File: config.mk
export PLATFORM = sky130hd
export DESIGN_NAME = button_event_decoder
export DESIGN_NICKNAME = d
export VERILOG_FILES = /design/src/rtl/button_event_decoder.sv
export SDC_FILE = /design/constraint.sdc
export NUM_CORES = 1
export LEC_CHECK = 0
export CAP_MARGIN = 20
export CORE_ASPECT_RATIO = 0.9
export CORE_MARGIN = 4
export CORE_UTILIZATION = 40
export DETAILED_ROUTE_END_ITERATION = 10
export GPL_TIMING_DRIVEN = 0
export HOLD_SLACK_MARGIN = 0.02
export SYNTH_ARGS = -nofsm -noshare
export SYNTH_HDL_FRONTEND = slang
export SYNTH_SLANG_ARGS = --single-unit
export TNS_END_PERCENT = 100
File: constraint.sdc
create_clock -name clk -period 6.3 [get_ports clk]
set_input_delay 1.26 -clock clk [delete_from_list [all_inputs] [get_ports clk]]
set_output_delay 1.26 -clock clk [all_outputs]
set_load 0.01 [all_outputs]
File: src/rtl/button_event_decoder.sv
// ============================================================================
// Module   : button_event_decoder
// Purpose  : Turns a debounced button level into press/release, short,
//            double-click, long-press and auto-repeat event pulses.
// Revision : 1.0 - initial release
// ============================================================================
`default_nettype none

module button_event_decoder #(
    parameter logic [23:0] LONG_CYCLES   = 24'd12_000_000,
    parameter logic [23:0] GAP_CYCLES    = 24'd3_000_000,
    parameter logic [23:0] REPEAT_CYCLES = 24'd2_400_000
) (
    input  logic clk,
    input  logic rst_n,
    input  logic btn,
    output logic press_pulse,
    output logic release_pulse,
    output logic short_press,
    output logic double_click,
    output logic long_press,
    output logic repeat_pulse,
    output logic held
);

    typedef enum logic [2:0] {
        IDLE     = 3'd0,
        PRESSED  = 3'd1,
        LONG     = 3'd2,
        WAIT_GAP = 3'd3,
        SECOND   = 3'd4
    } state_t;

    state_t      r_state;
    logic [23:0] r_timer;
    logic        r_btn_q;
    logic        w_rise;
    logic        w_fall;
    logic [23:0] w_timer_inc;

    assign w_rise      = btn & ~r_btn_q;
    assign w_fall      = ~btn & r_btn_q;
    // Saturating increment: the shared timer must never wrap.
    assign w_timer_inc = (r_timer == 24'hFF_FFFF) ? r_timer : r_timer + 24'd1;

    always_ff @(posedge clk or negedge rst_n) begin
        if (!rst_n) begin
            r_state       <= IDLE;
            r_timer       <= 24'd0;
            r_btn_q       <= 1'b0;
            press_pulse   <= 1'b0;
            release_pulse <= 1'b0;
            short_press   <= 1'b0;
            double_click  <= 1'b0;
            long_press    <= 1'b0;
            repeat_pulse  <= 1'b0;
            held          <= 1'b0;
        end else begin
            r_btn_q       <= btn;
            press_pulse   <= 1'b0;
            release_pulse <= 1'b0;
            short_press   <= 1'b0;
            double_click  <= 1'b0;
            long_press    <= 1'b0;
            repeat_pulse  <= 1'b0;

            case (r_state)
                IDLE: begin
                    r_timer <= 24'd0;
                    if (w_rise) begin
                        r_state     <= PRESSED;
                        press_pulse <= 1'b1;
                    end
                end
                PRESSED: begin
                    // A release coinciding with the long threshold stays short.
                    if (w_fall) begin
                        r_state       <= WAIT_GAP;
                        r_timer       <= 24'd0;
                        release_pulse <= 1'b1;
                    end else if (r_timer == LONG_CYCLES - 24'd1) begin
                        r_state    <= LONG;
                        r_timer    <= 24'd0;
                        long_press <= 1'b1;
                        held       <= 1'b1;
                    end else begin
                        r_timer <= w_timer_inc;
                    end
                end
                LONG: begin
                    if (w_fall) begin
                        r_state       <= IDLE;
                        r_timer       <= 24'd0;
                        release_pulse <= 1'b1;
                        held          <= 1'b0;
                    end else if (r_timer == REPEAT_CYCLES - 24'd1) begin
                        r_timer      <= 24'd0;
                        repeat_pulse <= 1'b1;
                    end else begin
                        r_timer <= w_timer_inc;
                    end
                end
                WAIT_GAP: begin
                    // A second press at the gap deadline still counts as double.
                    if (w_rise) begin
                        r_state      <= SECOND;
                        r_timer      <= 24'd0;
                        press_pulse  <= 1'b1;
                        double_click <= 1'b1;
                    end else if (r_timer == GAP_CYCLES - 24'd1) begin
                        r_state     <= IDLE;
                        r_timer     <= 24'd0;
                        short_press <= 1'b1;
                    end else begin
                        r_timer <= w_timer_inc;
                    end
                end
                SECOND: begin
                    if (w_fall) begin
                        r_state       <= IDLE;
                        r_timer       <= 24'd0;
                        release_pulse <= 1'b1;
                    end else begin
                        r_timer <= w_timer_inc;
                    end
                end
                default: begin
                    r_state <= IDLE;
                    r_timer <= 24'd0;
                    held    <= 1'b0;
                end
            endcase
        end
    end

endmodule

`default_nettype wire

---- Word level (Yosys, flattened, before mapping) ----
Index checks and enable logic that the tools add are counted.
storage, ports and cells
  register bits after elaboration ......... 35
  logic and storage cells ................. 72
  output and inout bits ................... 7
  bits of input ports ..................... 3
cells by class
  reductions and logical operators ........ 7
  bitwise logic cells ..................... 5
  eq/ne operators ......................... 15
  add/subtract/negate cells ............... 1
  multiplexer cells ....................... 34
operator list
  cell                                                                     count
  24-bit two-way mux                                                       8
  24-bit one-hot mux with 4 select lines                                   1
  24-bit by 22-bit == test with 1-bit output, second input constant        2
  24-bit == test, second input constant                                    2
  24-bit by 1-bit adder with 24-bit output, second input constant          1
  3-bit two-way mux                                                        6
  1-bit two-way mux                                                        17
  3-bit one-hot mux with 4 select lines                                    1
  2-bit inequality test, second input constant                             4
  4-bit AND reduction                                                      2
  3-bit by 2-bit == test with 1-bit output, second input constant          2
  3-bit inequality test, second input constant                             2
  3-bit OR reduction                                                       2
  2-bit OR reduction                                                       2
  3-bit by 1-bit == test with 1-bit output, second input constant          1
  3-bit == test, second input constant                                     1
  3-bit zero test                                                          1
  1-bit NOT                                                                3
  1-bit one-hot mux with 3 select lines                                    1
  1-bit AND                                                                2
  2-bit by 1-bit inequality test with 1-bit output, second input constant  1

---- Logic depth before layout (Yosys ltp) ----
Gate-level depths: netlist (run 1).
  word-level depth ........................ 5
  gate-level depth with buffers ........... 7
  mapped depth without buffers ............ 6

---- Worst setup path after synthesis (run 1) ----
Ideal clock, no wire load.
  kind .................................... reg2reg
  from .................................... reg r_timer[8]
  to ...................................... reg r_timer[15]
  path buffers ............................ 1
  setup slack ............................. 3.885 ns
  required time ........................... 6.181 ns
  cell stages (with the launch flop) ...... 7
  arrival time ............................ 2.296 ns
  setup time .............................. 0.119 ns
  clock period less this slack ............ 2.415 ns
  path through ............................ dfrtp_1 -> or4b_1 -> or4_1 -> o311a_1 -> nor4_4 -> buf_6 -> nor2_1
between the ends
  cells in the longest elaborated chain, start to end .. 5
  elaborated cells on any way between the ends .. 14
  classes of those cells .................. 1 x add/sub; 4 x eq/ne; 9 x mux
RTL lines
  item                                                                               line         text
  start: declaration                                                                 35           logic [23:0] r_timer;
  start signal: assignment                                                           87           r_timer <= w_timer_inc;
  start signal: assignment                                                           100          r_timer <= w_timer_inc;
  start signal: assignment                                                           115          r_timer <= w_timer_inc;
  24-bit by 1-bit adder with 24-bit output / 24-bit == test (equally long branches)  44           assign w_timer_inc = (r_timer == 24'hFF_FFFF) ? r_timer : r_timer + 24'd1;
  24-bit two-way mux                                                                 44
  24-bit two-way mux (on tied branches)                                              110, 81, 96
  24-bit two-way mux (on tied branches)                                              105, 77, 91
  24-bit one-hot mux with 4 select lines *                                           67           case (r_state)
Mark *: on every way between the ends. The rest lies on a longest branch, timed or not.
A chain may end at the register's enable or synchronous reset.

---- Worst setup path in the final report (run 1) ----
  from .................................... in btn
  to ...................................... reg r_timer[20]
between the ends
  cells in the longest elaborated chain, start to end .. 4
  elaborated cells on any way between the ends .. 8
  classes of those cells .................. 5 x mux; 3 x bitwise
RTL lines
  item                                      line         text
  start: declaration                        16           input logic btn,
  1-bit NOT                                 42           assign w_fall = ~btn & r_btn_q;
  1-bit AND                                 42
  24-bit two-way mux (on tied branches)     119, 77, 91
  24-bit one-hot mux with 4 select lines *  67
  end signal: assignment                    87
  end signal: assignment                    115
  end signal: assignment                    124          r_timer <= w_timer_inc;
Marks and branches as above.

==> impl_metrics.tcl, run 1 <==
set metrics [dict create \
    start_util_pct 41.3 \
    synth.net_count 220 \
    worstPathRequired_ns 6.47 \
    fin_crit_sh_pct 46.9 \
    drc_errors 0 \
    path_type_of_the_worst_min_delay_path "reg2reg" \
    cts.repair.resized 0 \
    outcome "completed" \
    finalNetCount 236 \
    worst-setup-path-type "in2reg" \
    globalRouteOverflowTotal 0 \
    timing.critical_path.slowest_cell_delay_ns 0.55 \
    power_density_normalized_to_cell_area_mw_per_mm2 261 \
    finClkSkew_ns 0.00365 \
    synth.top_cell.area_share_pct 43.6 \
    post_cts_buffers 0 \
    critPathArrivalTime_ns 3.13 \
    maxClockFrequency_mhz 338 \
    postSynthAreaPerCell_um2 9.30 \
    initialDrtViolationCount 147 \
    clkPwrFrac_pct 26.5 \
    grt_first_pass_wirelength_um 7580 \
    cts.clk_slew.worst_paths_ns 0.07 \
    mostFrequentLayoutCell "sky130_fd_sc_hd__dfrtp_1" \
    clk_latency_ns 0.28 \
    critical_path.endpoint_type "flip-flop" \
    finalHoldViolCount 0 \
    grt_max_degree 36 \
    drt_first_pass_iters 4 \
    synth-warning-count 0 \
    synth_largest_area_cell "sky130_fd_sc_hd__dfrtp_1" \
    start_kind "input pin" \
    htreeDepth 2 \
    placed_cells 290 \
    vdd_ir_drop_max_v 0.000136 \
    cts_inserted_buffers 5 \
    area.growth.synth_to_final_pct 12.3 \
    post-route-min-period_ns 2.96 \
    commonest_cells_after_routing_fill_and_taps_aside "35 x sky130_fd_sc_hd__dfrtp_1, 29 x sky130_fd_sc_hd__nor2_1, 20 x sky130_fd_sc_hd__xnor2_1, 15 x sky130_fd_sc_hd__nand3_1, 12 x sky130_fd_sc_hd__nand2_1" \
    place_congestion 0.816 \
    cp_cell_sequence "clkdlybuf4s50_1 -> nor2b_1 -> or4_1 -> a31oi_1 -> nor4_4 -> buf_6 -> nor2_1" \
    switchingPower_uw 199 \
    power_report.internal_total_uw 391 \
    postRouteWirelength_um 4480 \
    ys_types 42 \
    global_route.usage.total_pct 16.0 \
    clock_tree_from_tritoncts "yes" \
    worst_slew_margin_rel_pct 34.7 \
    floorplan.die.width_um 82.7 \
    cts_hold_repair.buffers 0 \
    ant_nets 0 \
    wire_per_inst_um 15.0 \
    post_synth_instance_area_mm2 0.00201 \
    cts_root_buffer "sky130_fd_sc_hd__clkbuf_8" \
    grt_setup_unrepaired "no" \
    max-cap-violations 0 \
    initial_antenna_violation_count 0 \
    highest_net_fanout_along_the_worst_path 10 \
    ys_seq_area_share_pct 43.6 \
    fp-row-count 24 \
    clock_tree.buffer_depth 2 \
    synth_cells 216 \
    fin_util_pct 46.4 \
    chipHeight_um 75.2 \
    pwr-share-comb_pct 29.5 \
    p_seq_share_pct 44.0 \
    clock-sinks 35 \
    maxSlewViolCount 0 \
    static-leakage-power_uw 0.000822 \
    drt-vias-per-instance 5.64 \
    tns_ns 0 \
    antennaDiodeCount 0 \
    worstMarginPinSlew_ns 0.972 \
    hpwl_dp_um 3100 \
    worst_path_max_delay_cell "sky130_fd_sc_hd__nor4_4" \
    via_count_of_the_first_global_routing_pass 1491 \
    num_vias 1680 \
    fillerInstances 496 \
    drive_gt1_share_pct 6.44 \
    total_of_flip_flops_plus_latches_after_synthesis 35 \
    buffer_ports.inserted 9 \
    fp.dieArea_mm2 0.00622 \
    fin_cells 298 \
    synthTopCellsByArea "sky130_fd_sc_hd__dfrtp_1 44%, sky130_fd_sc_hd__xnor2_1 8.7%, sky130_fd_sc_hd__nor2_1 5.4%" \
    power.share.switching_pct 33.7 \
    design.portCount 10 \
    setup_viol 0 \
    fp.coreArea_mm2 0.00486 \
]
cells by family after synthesis:
kind of cell,after synthesis,synth area share [%]
buffers and inverters,14,3.36
flip-flops,35,43.6
AO/OA/AOI/OAI,34,11.2
XOR/XNOR,22,9.60
AND/OR/NAND/NOR,107,30.1
multiplexers,3,1.56
adder cells (fa/ha/maj),1,0.623
critical path: cells and delay by family:
kind            cells  cell delay (ns)
compound gates      1             0.08
buf+inv             2             0.74
simple gates        4             1.05
cell type report:
class / count / area, um^2 / share of cell area, %
Buffer: 9 / 48.8 / 2.16
Clock buffer: 7 / 76.3 / 3.38
Clock inverter: 1 / 5.00 / 0.222
Inverter: 5 / 18.8 / 0.832
Multi-Input combinational cell: 167 / 1060 / 47.2
Sequential cell: 35 / 876 / 38.8
Tap cell: 65 / 81.3 / 3.61
Timing Repair Buffer: 9 / 85.1 / 3.77
registers in the layout, summed over array words and instances, names as in the netlist:
| name | cells |
|---|---|
| held | 1 |
| double_click | 1 |
| long_press | 1 |
| short_press | 1 |
| repeat_pulse | 1 |
| press_pulse | 1 |
| release_pulse | 1 |
| r_btn_q | 1 |
| r_timer | 24 |
| r_state | 3 |
worst paths after layout:
| check | endpoint | cells past startpoint | start | slack [ns] |
|---|---|---|---|---|
| max | r_timer[20]$_DFF_PN0_ | 7 | btn | 3.34 |
| max reg2reg | r_timer[20]$_DFF_PN0_ | 6 | r_timer[8]$_DFF_PN0_ | 3.52 |
| min in group asynchronous | r_btn_q$_DFF_PN0_ | 1 | rst_n | 1.05 |
| max in group asynchronous | r_timer[0]$_DFF_PN0_ | 1 | rst_n | 4.76 |
| min | held$_DFFE_PN0P_ | 2 | held$_DFFE_PN0P_ | 0.55 |
| min reg2reg | held$_DFFE_PN0P_ | 2 | held$_DFFE_PN0P_ | 0.55 |
through the flow:
step / setup slack, ns / total power [uW] / instance area [um^2] / hold WS, ns
floorplan: 3.89 / 389 / 2010 / 0.505
global placement: 3.03 / 440 / 2180 / 0.533
detailed placement: 3.04 / 439 / 2170 / 0.535
CTS: 3.33 / 598 / 2260 / 0.552
global route: 3.24 / 627 / 2260 / 0.602
finish: 3.34 / 589 / 2260 / 0.549
cell usage after synthesis, drive strengths merged:
| cell | number |
|---|---|
| a311oi | 1 |
| nand2 | 12 |
| o21ai | 4 |
| inv | 5 |
| or4bb | 1 |
| or4 | 4 |
| and3 | 3 |
| or3 | 2 |
| a31oi | 10 |
| or4b | 2 |
| nor2b | 4 |
| or3b | 1 |
| nand3 | 15 |
| o311a | 1 |
| and2 | 2 |
| nor2 | 29 |
| nor3 | 6 |
| mux2 | 1 |
| dfrtp | 35 |
| xnor2 | 20 |
| a211oi | 10 |
| a21oi | 6 |
| a2111oi | 1 |
| nand3b | 1 |
| and4 | 5 |
| nor4 | 6 |
| nand4 | 6 |
| ha | 1 |
| nand2b | 5 |
| nor4b | 1 |
| nor3b | 1 |
| mux2i | 2 |
| a32oi | 1 |
| buf | 2 |
| clkbuf | 7 |
| xor2 | 2 |
| nand4b | 1 |
power groups by stage:
| stage | Sequential (uW) | Clock (uW) | Combinational, uW |
|---|---|---|---|
| global route | 262 | 172 | 193 |
| floorplan | 261 | 0 | 128 |
| finish | 259 | 156 | 174 |
| global placement | 262 | 0 | 178 |
| detailed placement | 262 | 0 | 177 |
| CTS | 259 | 163 | 177 |
layer usage:
metal  vias up  part of all wire (%)  global-route usage, %
met5         -                     0                      0
met4         0                  0.69                   3.81
met3         5                   6.7                   3.59
met2        61                    42                   22.9
met1       792                    50                   24.4
li1        822                     -                      -
(Power assumes the default switching activity.)
==> inputs of run 2 (changes only) <==
Clock period 6.3 ns to 2.81 ns, I/O delays scaled along.
==> impl_metrics.tcl, run 2 (synthesis gave the netlist of run 1 again) <==
set metrics [dict create \
    outcome "completed" \
    cts_root_buffer "sky130_fd_sc_hd__clkbuf_8" \
    reg2reg_setup_slack_ns 0.12 \
    hpwl_dp_um 3100 \
    static-leakage-power_uw 0.000822 \
    power_density_normalized_to_cell_area_mw_per_mm2 584 \
    cts.clk_slew.worst_paths_ns 0.07 \
    clkPwrFrac_pct 26.6 \
    fp.coreArea_mm2 0.00486 \
    mostFrequentLayoutCell "sky130_fd_sc_hd__dfrtp_1" \
    p_total_uw 1320 \
    pwr-share-comb_pct 29.4 \
    via_count_of_the_first_global_routing_pass 1491 \
    clk_latency_ns 0.28 \
    finClkSkew_ns 0.00491 \
    worst-setup-path-type "reg2reg" \
    endpoint_of_the_most_critical_register_to_register_path "r_timer[20]$_DFF_PN0_" \
    wire_per_inst_um 15.1 \
    finalHoldViolCount 0 \
    fp-row-count 24 \
    start_kind "flip-flop" \
    fin_util_pct 46.5 \
    max-cap-violations 0 \
    switchingPower_uw 448 \
    buffer_ports.inserted 9 \
    power_report.internal_total_uw 873 \
    chipHeight_um 75.2 \
    initial_antenna_violation_count 0 \
    fillerInstances 495 \
    drive_gt1_share_pct 6.87 \
    initialDrtViolationCount 143 \
    crit-reg2reg-launch "r_timer[8]$_DFF_PN0_" \
    htreeDepth 2 \
    maxClockFrequency_mhz 372 \
    clock_tree_from_tritoncts "yes" \
    worstRegToRegCells 6 \
    p_seq_share_pct 44.0 \
    finalNetCount 236 \
    antennaDiodeCount 0 \
    ant_nets 0 \
    drt-vias-per-instance 5.61 \
    global_route.usage.total_pct 16.0 \
    clock_tree.buffer_depth 2 \
    path_type_of_the_worst_min_delay_path "in2async" \
    worst_path_max_delay_cell "sky130_fd_sc_hd__or4b_1" \
    grt_first_pass_wirelength_um 7580 \
    area.growth.synth_to_final_pct 12.6 \
    cts_hold_repair.buffers 0 \
    fp.dieArea_mm2 0.00622 \
    grt_max_degree 36 \
    cp_cell_sequence "or4b_1 -> or4_1 -> o311a_1 -> nor4_4 -> buf_6 -> nor2_1" \
    worstMarginPinSlew_ns 0.961 \
    floorplan.die.width_um 82.7 \
    drc_errors 0 \
    vdd_ir_drop_max_v 0.000306 \
    maxSlewViolCount 0 \
    highest_net_fanout_along_the_worst_path 10 \
    postRouteWirelength_um 4510 \
    clock-sinks 35 \
    placed_cells 290 \
    post-route-min-period_ns 2.69 \
    worstPathRequired_ns 2.98 \
    critical_path.endpoint_type "flip-flop" \
    largest_register "r_timer" \
    critPathArrivalTime_ns 2.86 \
    design.portCount 10 \
    fin_cells 298 \
    timing.critical_path.slowest_cell_delay_ns 0.62 \
    cp.buffers_inverters 1 \
    largest_registers "r_timer x24, r_state x3" \
    globalRouteOverflowTotal 0 \
    grt_setup_unrepaired "no" \
    tns_ns 0 \
    power.share.switching_pct 33.9 \
    commonest_cells_after_routing_fill_and_taps_aside "35 x sky130_fd_sc_hd__dfrtp_1, 29 x sky130_fd_sc_hd__nor2_1, 20 x sky130_fd_sc_hd__xnor2_1, 15 x sky130_fd_sc_hd__nand3_1, 12 x sky130_fd_sc_hd__nand2_1" \
    fin_crit_sh_pct 95.7 \
    largest_reg_flops 24 \
    critical-path-top-delay-family "simple AND/OR/NAND/NOR gates" \
    cts_inserted_buffers 5 \
    drt_first_pass_iters 4 \
    num_vias 1672 \
    place_congestion 0.816 \
    start_util_pct 41.3 \
    setup_viol 0 \
    worst_slew_margin_rel_pct 35.5 \
]
## run 2: cell counts in the layout (fill, tap and decap cells not counted)
Identical to the previous run, type by type.
## run 2: worst max path at each step
stage,start,end,cells past startpoint
final,r_timer[8]$_DFF_PN0_,r_timer[20]$_DFF_PN0_,6
after global routing,r_timer[0]$_DFF_PN0_,r_timer[21]$_DFF_PN0_,7
after CTS,r_timer[8]$_DFF_PN0_,r_timer[20]$_DFF_PN0_,6
after detailed placement,r_timer[8]$_DFF_PN0_,r_timer[9]$_DFF_PN0_,6
after global placement,r_timer[17]$_DFF_PN0_,r_timer[19]$_DFF_PN0_,6
after floorplan,r_timer[8]$_DFF_PN0_,r_timer[15]$_DFF_PN0_,6
## run 2: through the flow
stage          area [um^2]  hold WS [ns]  setup slack, ns
6_report              2260         0.355            0.122
5_1_grt               2260         0.421           0.0249
4_1_cts               2260         0.387           0.0132
3_5_place_dp          2170         0.535           0.0451
3_3_place_gp          2180         0.533           0.0268
2_1_floorplan         2010         0.266            0.395
## run 2: cell type report
| class | count | area (um^2) | area share (%) |
|---|---|---|---|
| multi-input combinational | 167 | 1070 | 47.3 |
| sequential | 35 | 876 | 38.7 |
| timing repair buffer | 9 | 85.1 | 3.76 |
| tap | 65 | 81.3 | 3.60 |
| clock buffer | 7 | 76.3 | 3.37 |
| buffer | 9 | 48.8 | 2.16 |
| inverter | 5 | 18.8 | 0.830 |
| clock inverter | 1 | 5.00 | 0.221 |
## run 2: what timing repair did
| action | in CTS | in global routing |
|---|---|---|
| buffers inserted | 0 | 0 |
| endpoints found under the hold margin | 0 | 0 |
| resized for setup | 0 | 1 |
| endpoints found under the setup margin | 0 | 20 |
## run 2: power groups by stage
stage	registers (uW)	logic, uW	clock network (uW)
5_1_grt	587	431	386
6_report	581	389	351
3_3_place_gp	588	398	0
2_1_floorplan	585	286	0
4_1_cts	580	396	365
3_5_place_dp	588	396	0
## run 2: per-layer routing
layer	wire length (um)	track usage [%]	part of all wire, %	up-vias
met5	0	0	0	-
met4	25	3.81	0.55	0
met3	258	3.59	5.7	2
met2	1910	22.9	42	52
met1	2320	24.4	51	795
li1	-	-	-	823
